<file path="src/rtl/imm_pkg.sv">
// Shared definitions for the pipelined immediate generator:
// format-select codes and the shift-amount width helper.
package imm_pkg;

   // Format-select codes carried on imm_sel.
   localparam logic [2:0] IMM_I     = 3'b000;
   localparam logic [2:0] IMM_IU    = 3'b001;
   localparam logic [2:0] IMM_SHAMT = 3'b010;
   localparam logic [2:0] IMM_S     = 3'b011;
   localparam logic [2:0] IMM_B     = 3'b100;
   localparam logic [2:0] IMM_U     = 3'b101;
   localparam logic [2:0] IMM_J     = 3'b110;
   localparam logic [2:0] IMM_ZIMM  = 3'b111;

   // Shift-amount field width: 5 bits on RV32, 6 bits on RV64.
   function automatic int shamt_w(input int xlen);
      return (xlen == 64) ? 6 : 5;
   endfunction

endpackage

</file>
<file path="src/rtl/imm_decode.sv">
// Combinational immediate extraction and extension for one instruction word.
module imm_decode
   import imm_pkg::*;
#(
   parameter int XLEN = 32
) (
   input  logic [31:0]     inst,
   input  logic [2:0]      imm_sel,
   output logic [XLEN-1:0] imm,
   output logic            shamt_err
);

   localparam int SW = shamt_w(XLEN);

   // The opcode field never contributes to an immediate.
   logic unused_opcode;
   assign unused_opcode = ^inst[6:0];

   // Select the field for the requested format and extend it to XLEN.
   always_comb begin
      // NOTE: every output gets a default first so no path can infer a latch.
      imm       = '0;
      shamt_err = 1'b0;
      case (imm_sel)
         IMM_I:     imm = XLEN'($signed(inst[31:20]));
         IMM_IU:    imm = XLEN'(inst[31:20]);
         IMM_SHAMT: begin
            imm       = XLEN'(inst[20 +: SW]);
            shamt_err = (XLEN == 32) && inst[25];
         end
         IMM_S:     imm = XLEN'($signed({inst[31:25], inst[11:7]}));
         IMM_B:     imm = XLEN'($signed({inst[31], inst[7], inst[30:25], inst[11:8], 1'b0}));
         IMM_U:     imm = XLEN'($signed({inst[31:12], 12'b0}));
         IMM_J:     imm = XLEN'($signed({inst[31], inst[19:12], inst[20], inst[30:21], 1'b0}));
         default:   imm = XLEN'(inst[19:15]);
      endcase
   end

endmodule

</file>
<file path="src/rtl/imm_gen_pipe.sv">
// Pipelined immediate generator: decodes on the input side, then registers
// the decoded beat (immediate, tag, shamt_err) behind a valid/ready handshake,
// with an optional skid register so in_ready can come straight from a flop.
module imm_gen_pipe
   import imm_pkg::*;
#(
   parameter int XLEN  = 32,
   parameter int TAG_W = 32,
   parameter bit SKID  = 1'b1
) (
   input  logic             clk,
   input  logic             rst,
   input  logic             in_valid,
   output logic             in_ready,
   input  logic [31:0]      inst,
   input  logic [2:0]       imm_sel,
   input  logic [TAG_W-1:0] in_tag,
   output logic             out_valid,
   input  logic             out_ready,
   output logic [XLEN-1:0]  imm,
   output logic [TAG_W-1:0] out_tag,
   output logic             shamt_err
);

   typedef struct packed {
      logic [XLEN-1:0]  imm;
      logic [TAG_W-1:0] tag;
      logic             err;
   } beat_t;

   logic [XLEN-1:0] dec_imm;
   logic            dec_err;
   beat_t           in_beat;
   beat_t           m_beat;
   logic            m_valid;
   logic            accept;
   logic            deliver;

   imm_decode #(.XLEN(XLEN)) u_decode (
      .inst      (inst),
      .imm_sel   (imm_sel),
      .imm       (dec_imm),
      .shamt_err (dec_err)
   );

   assign in_beat = '{imm: dec_imm, tag: in_tag, err: dec_err};
   assign accept  = in_valid && in_ready;
   assign deliver = m_valid && out_ready;

   generate
      if (SKID) begin : g_skid
         beat_t s_beat;
         logic  s_valid;
         logic  ready_q;
         logic  m_load;
         logic  s_load;
         logic  s_to_m;
         logic  s_valid_nxt;

         // An accept is only possible with S empty, so M takes it unless M
         // is stalled, in which case it parks in S.
         assign s_to_m      = deliver && s_valid;
         assign m_load      = accept && (!m_valid || deliver);
         assign s_load      = accept && m_valid && !deliver;
         assign s_valid_nxt = s_load || (s_valid && !s_to_m);
         assign in_ready    = ready_q;

         // Main register, skid valid and registered ready.
         always_ff @(posedge clk) begin
            // NOTE: sequential state uses non-blocking assignments only.
            if (rst) begin
               m_valid <= 1'b0;
               m_beat  <= '0;
               s_valid <= 1'b0;
               ready_q <= 1'b0;
            end else begin
               if (s_to_m) begin
                  m_beat <= s_beat;
               end else if (m_load) begin
                  m_valid <= 1'b1;
                  m_beat  <= in_beat;
               end else if (deliver) begin
                  m_valid <= 1'b0;
               end
               s_valid <= s_valid_nxt;
               ready_q <= !s_valid_nxt;
            end
         end

         // Skid payload capture.
         always_ff @(posedge clk) begin
            // NOTE: the skid payload is not reset; s_valid alone decides whether it is live.
            if (s_load) begin
               s_beat <= in_beat;
            end
         end
      end else begin : g_single
         assign in_ready = !rst && (!m_valid || out_ready);

         // Single output register, reloaded on every accept.
         always_ff @(posedge clk) begin
            if (rst) begin
               m_valid <= 1'b0;
               m_beat  <= '0;
            end else if (accept) begin
               m_valid <= 1'b1;
               m_beat  <= in_beat;
            end else if (deliver) begin
               m_valid <= 1'b0;
            end
         end
      end
   endgenerate

   assign out_valid = m_valid;
   assign imm       = m_beat.imm;
   assign out_tag   = m_beat.tag;
   assign shamt_err = m_beat.err;

endmodule

</file>
<file path="config.mk">
export PLATFORM = sky130hd
export DESIGN_NAME = imm_gen_pipe
export DESIGN_NICKNAME = d
export VERILOG_FILES = /design/src/rtl/imm_pkg.sv /design/src/rtl/imm_decode.sv /design/src/rtl/imm_gen_pipe.sv
export SDC_FILE = /design/constraint.sdc
export NUM_CORES = 1
export LEC_CHECK = 0
export CAP_MARGIN = 20
export CORE_ASPECT_RATIO = 0.8
export CORE_MARGIN = 2
export CORE_UTILIZATION = 44
export CTS_BUF_LIST = sky130_fd_sc_hd__clkbuf_16
export DETAILED_ROUTE_END_ITERATION = 8
export PLACE_DENSITY = 0.84
export RECOVER_POWER = 25
export SYNTH_ARGS = -nofsm -noshare
export SYNTH_HDL_FRONTEND = slang
export SYNTH_SLANG_ARGS = --single-unit
</file>
<file path="constraint.sdc">
create_clock -name clk -period 5.7 [get_ports clk]
set_clock_uncertainty 0.1 [all_clocks]
set_input_delay 0.57 -clock clk [delete_from_list [all_inputs] [get_ports clk]]
set_output_delay 0.57 -clock clk [all_outputs]
set_load 0.1 [all_outputs]
</file>
==> run summary <==
Run status: finished with violations
Failing checks: max-capacitance violations, max-slew violations
Lkg Pwr: 2.42 nW
Clk buf depth: 2
Initial antenna violation count: 0
Syn Inst Count: 447
Core area: 11,600 um2
IO Count: 138
Syn Area/Cell: 11.8 um2
CTS tree: yes
Post-Syn Nets: 518
Die area: 12,900 um2
DR vias: 4,283
Congestion Overflow GR: 0
Layout Cells excl Fill: 721
Max IR drop VDD: 0.269 mV
Total DRC errors in the routed layout: 0
Rel. slew slack: -123%
Vias in the first global route: 4,061
DR WL/cell: 18.3 um
Placed cell count: 685
Worst path required time: 5.75 ns
Post-route cell area: 7270 um2
CTS Hold Buffers Added: 0
Synthesis-stage register bit count: 133
FF-to-FF path depth: 4
Setup slack, reg-to-reg: 3.34 ns
EDFF count, synth: 65
Via/cell ratio: 5.94
H-tree depth: 4
Hold WC Path Type: reg2reg
Final Hold Fails: 0
WS Path Type: in2reg
RSZ-0062 raised after global routing: false
CP endpoint kind: flip-flop
Hold path startpoint: out_tag[19]
Max FO, Critical Path: 69
Post-synthesis sequential area ratio: 62.7%
Synth top area cells: edfxtp_1, dfxtp_1, a22oi_1
Later-pin clock latency in the skew report: 0.41 ns
TritonRoute pass-1 iters: 8
Die Span X: 127 um
Unique masters post-synth: 38
Number of max-cap violations: 1
Total CTS buffers: 17
FMAX: 248 MHz
Placed cell areas: 6610 um2
CTS clock-pin slew for the worst setup and hold paths: 0.06 ns
Final period util: 70.8%
Die Y: 102 um
Cell at the root of the clock tree: clkbuf_16
Starting Density: 45.6%
Drt initial violations: 426
CTS Sinks: 133
Fin Hold WS: 0.349 ns
Global-route wire length before repair: 20.6 mm
DP HPWL: 8.01 mm
Largest net degree at the start of global routing: 70
P per Cell Area: 348 nW/um2
Crit path to: imm[11]
Ratio of cells with drive above 1 in the final layout: 7.85%
Post-synth ARST share: 0%
Worst Setup Start Kind: input pin
Rows: 35
Worst-Margin Slew: 3.35 ns
Ys flop type: dfxtp_1
Final ANT Viol Nets: 0
Final Max Slew Viols: 70
CP Data Arrival Time: 4.08 ns
Antenna fix cells: 0
Crit path time final: 4.04 ns
RR Endpoint: out_tag[0]
Total negative slack: 0 ns
Largest area contributor in the netlist: edfxtp_1
Setup crit start: rst
Total Routed Length: 13.2 mm
Total Nets Final: 631
Setup Fix Bufs, Post-CTS: 0
Final setup viols: 0
GP Congestion: 0.814
Share of the synthesized area in the top cell type: 36.9%
Synthesized area: 5290 um2
Synth warn: 0
Port buffer count: 130
Area grow syn2layout: 37.4%
GRT Util Overall: 20.2%
Post-CTS sizing: 0
Reg-to-reg startpoint: out_valid
cell usage in the layout (no fill, tap or decap), types with 7 or more instances in the layout:
master	instances
edfxtp_1	65
dfxtp_1	68
o21ai_0	16
a22oi_1	32
clkbuf_16	18
o221ai_1	15
dlygate4sd3_1	34
a21oi_1	43
clkdlybuf4s50_1	95
a311oi_1	8
and2_1	7
nor2_1	21
nand3_1	7
nand2_1	24
o2bb2ai_1	24
a222oi_1	19
kinds of logic after synthesis:
kind of cell / share of synthesized area, %
xor gates and xnor gates: 0.166
DFF: 62.7
muxes: 0.379
AOI/OAI and AO/OA: 23.9
and+or+nand+nor: 8.38
buffers and inverters: 4.50
power by group:
part	switching (mW)	internal [mW]
combinational	0.262	0.115
sequential	0.0147	1.03
clock	0.415	0.691
per-layer routing:
layer,track usage (%),part of all wire (%)
met3,5.86,7.6
met1,26.6,43
met5,0,0
met2,32.6,48
met4,6.34,0.59
synth_stat cells, types with 2 or more instances:
cell and count:
nand3_1 7, a222oi_1 19, buf_4 4, buf_6 2, a22oi_1 32, o221ai_1 15, nand2_1 24, a311oi_1 8
o2bb2ai_1 24, buf_1 2, and2_1 8, nor2_1 21, nor3b_1 3, nand3b_1 5, clkbuf_2 2, a31oi_1 5
nor2b_1 7, nand2b_1 6, a21oi_1 43, and3_1 5, mux2i_1 2, o21ai_0 16, clkbuf_1 16, buf_2 20
o21a_1 4, o22ai_1 4, edfxtp_1 65, dfxtp_1 68
worst min path at each step:
stage                        endpoint  slack, ns  depth (start not counted)
after global routing      out_tag[11]       0.37                          2
after floorplan           out_tag[12]       0.36                          2
final                     out_tag[19]       0.35                          2
after CTS                 out_tag[11]       0.35                          2
after detailed placement  out_tag[11]       0.34                          2
after global placement    out_tag[23]       0.34                          2
cell type report:
class                           instances  area, um2
Fill cell                             878       4340
Sequential cell                       133       3310
Multi-Input combinational cell        266       1750
Timing Repair Buffer                  140       1410
Clock buffer                           17        425
Tap cell                              148        185
Clock inverter                         15        180
Inverter                                2       7.51
flip-flops by register name (all words and copies together), names as in the netlist:
signal / count
out_valid: 1
in_ready: 1
g_skid.s_beat: 65
out_tag: 32
shamt_err: 1
g_skid.s_valid: 1
imm: 32
stage by stage:
stage	power [mW]	utilization, %	setup WS [ns]
6_report	2.53	62.6	1.66
5_1_grt	2.61	62.6	1.38
4_1_cts	2.55	62.2	2.39
3_5_place_dp	1.44	56.9	1.89
3_3_place_gp	1.43	56.9	2.08
2_1_floorplan	1.32	-	1.27
critical path, cell delays in order:
cell	delay (ns)
buf_2	0.07
clkbuf_1	2.34
nor2b_2	0.51
buf_6	0.39
o2bb2ai_1	0.14
No activity file was read; power rests on OpenSTA's default activity.
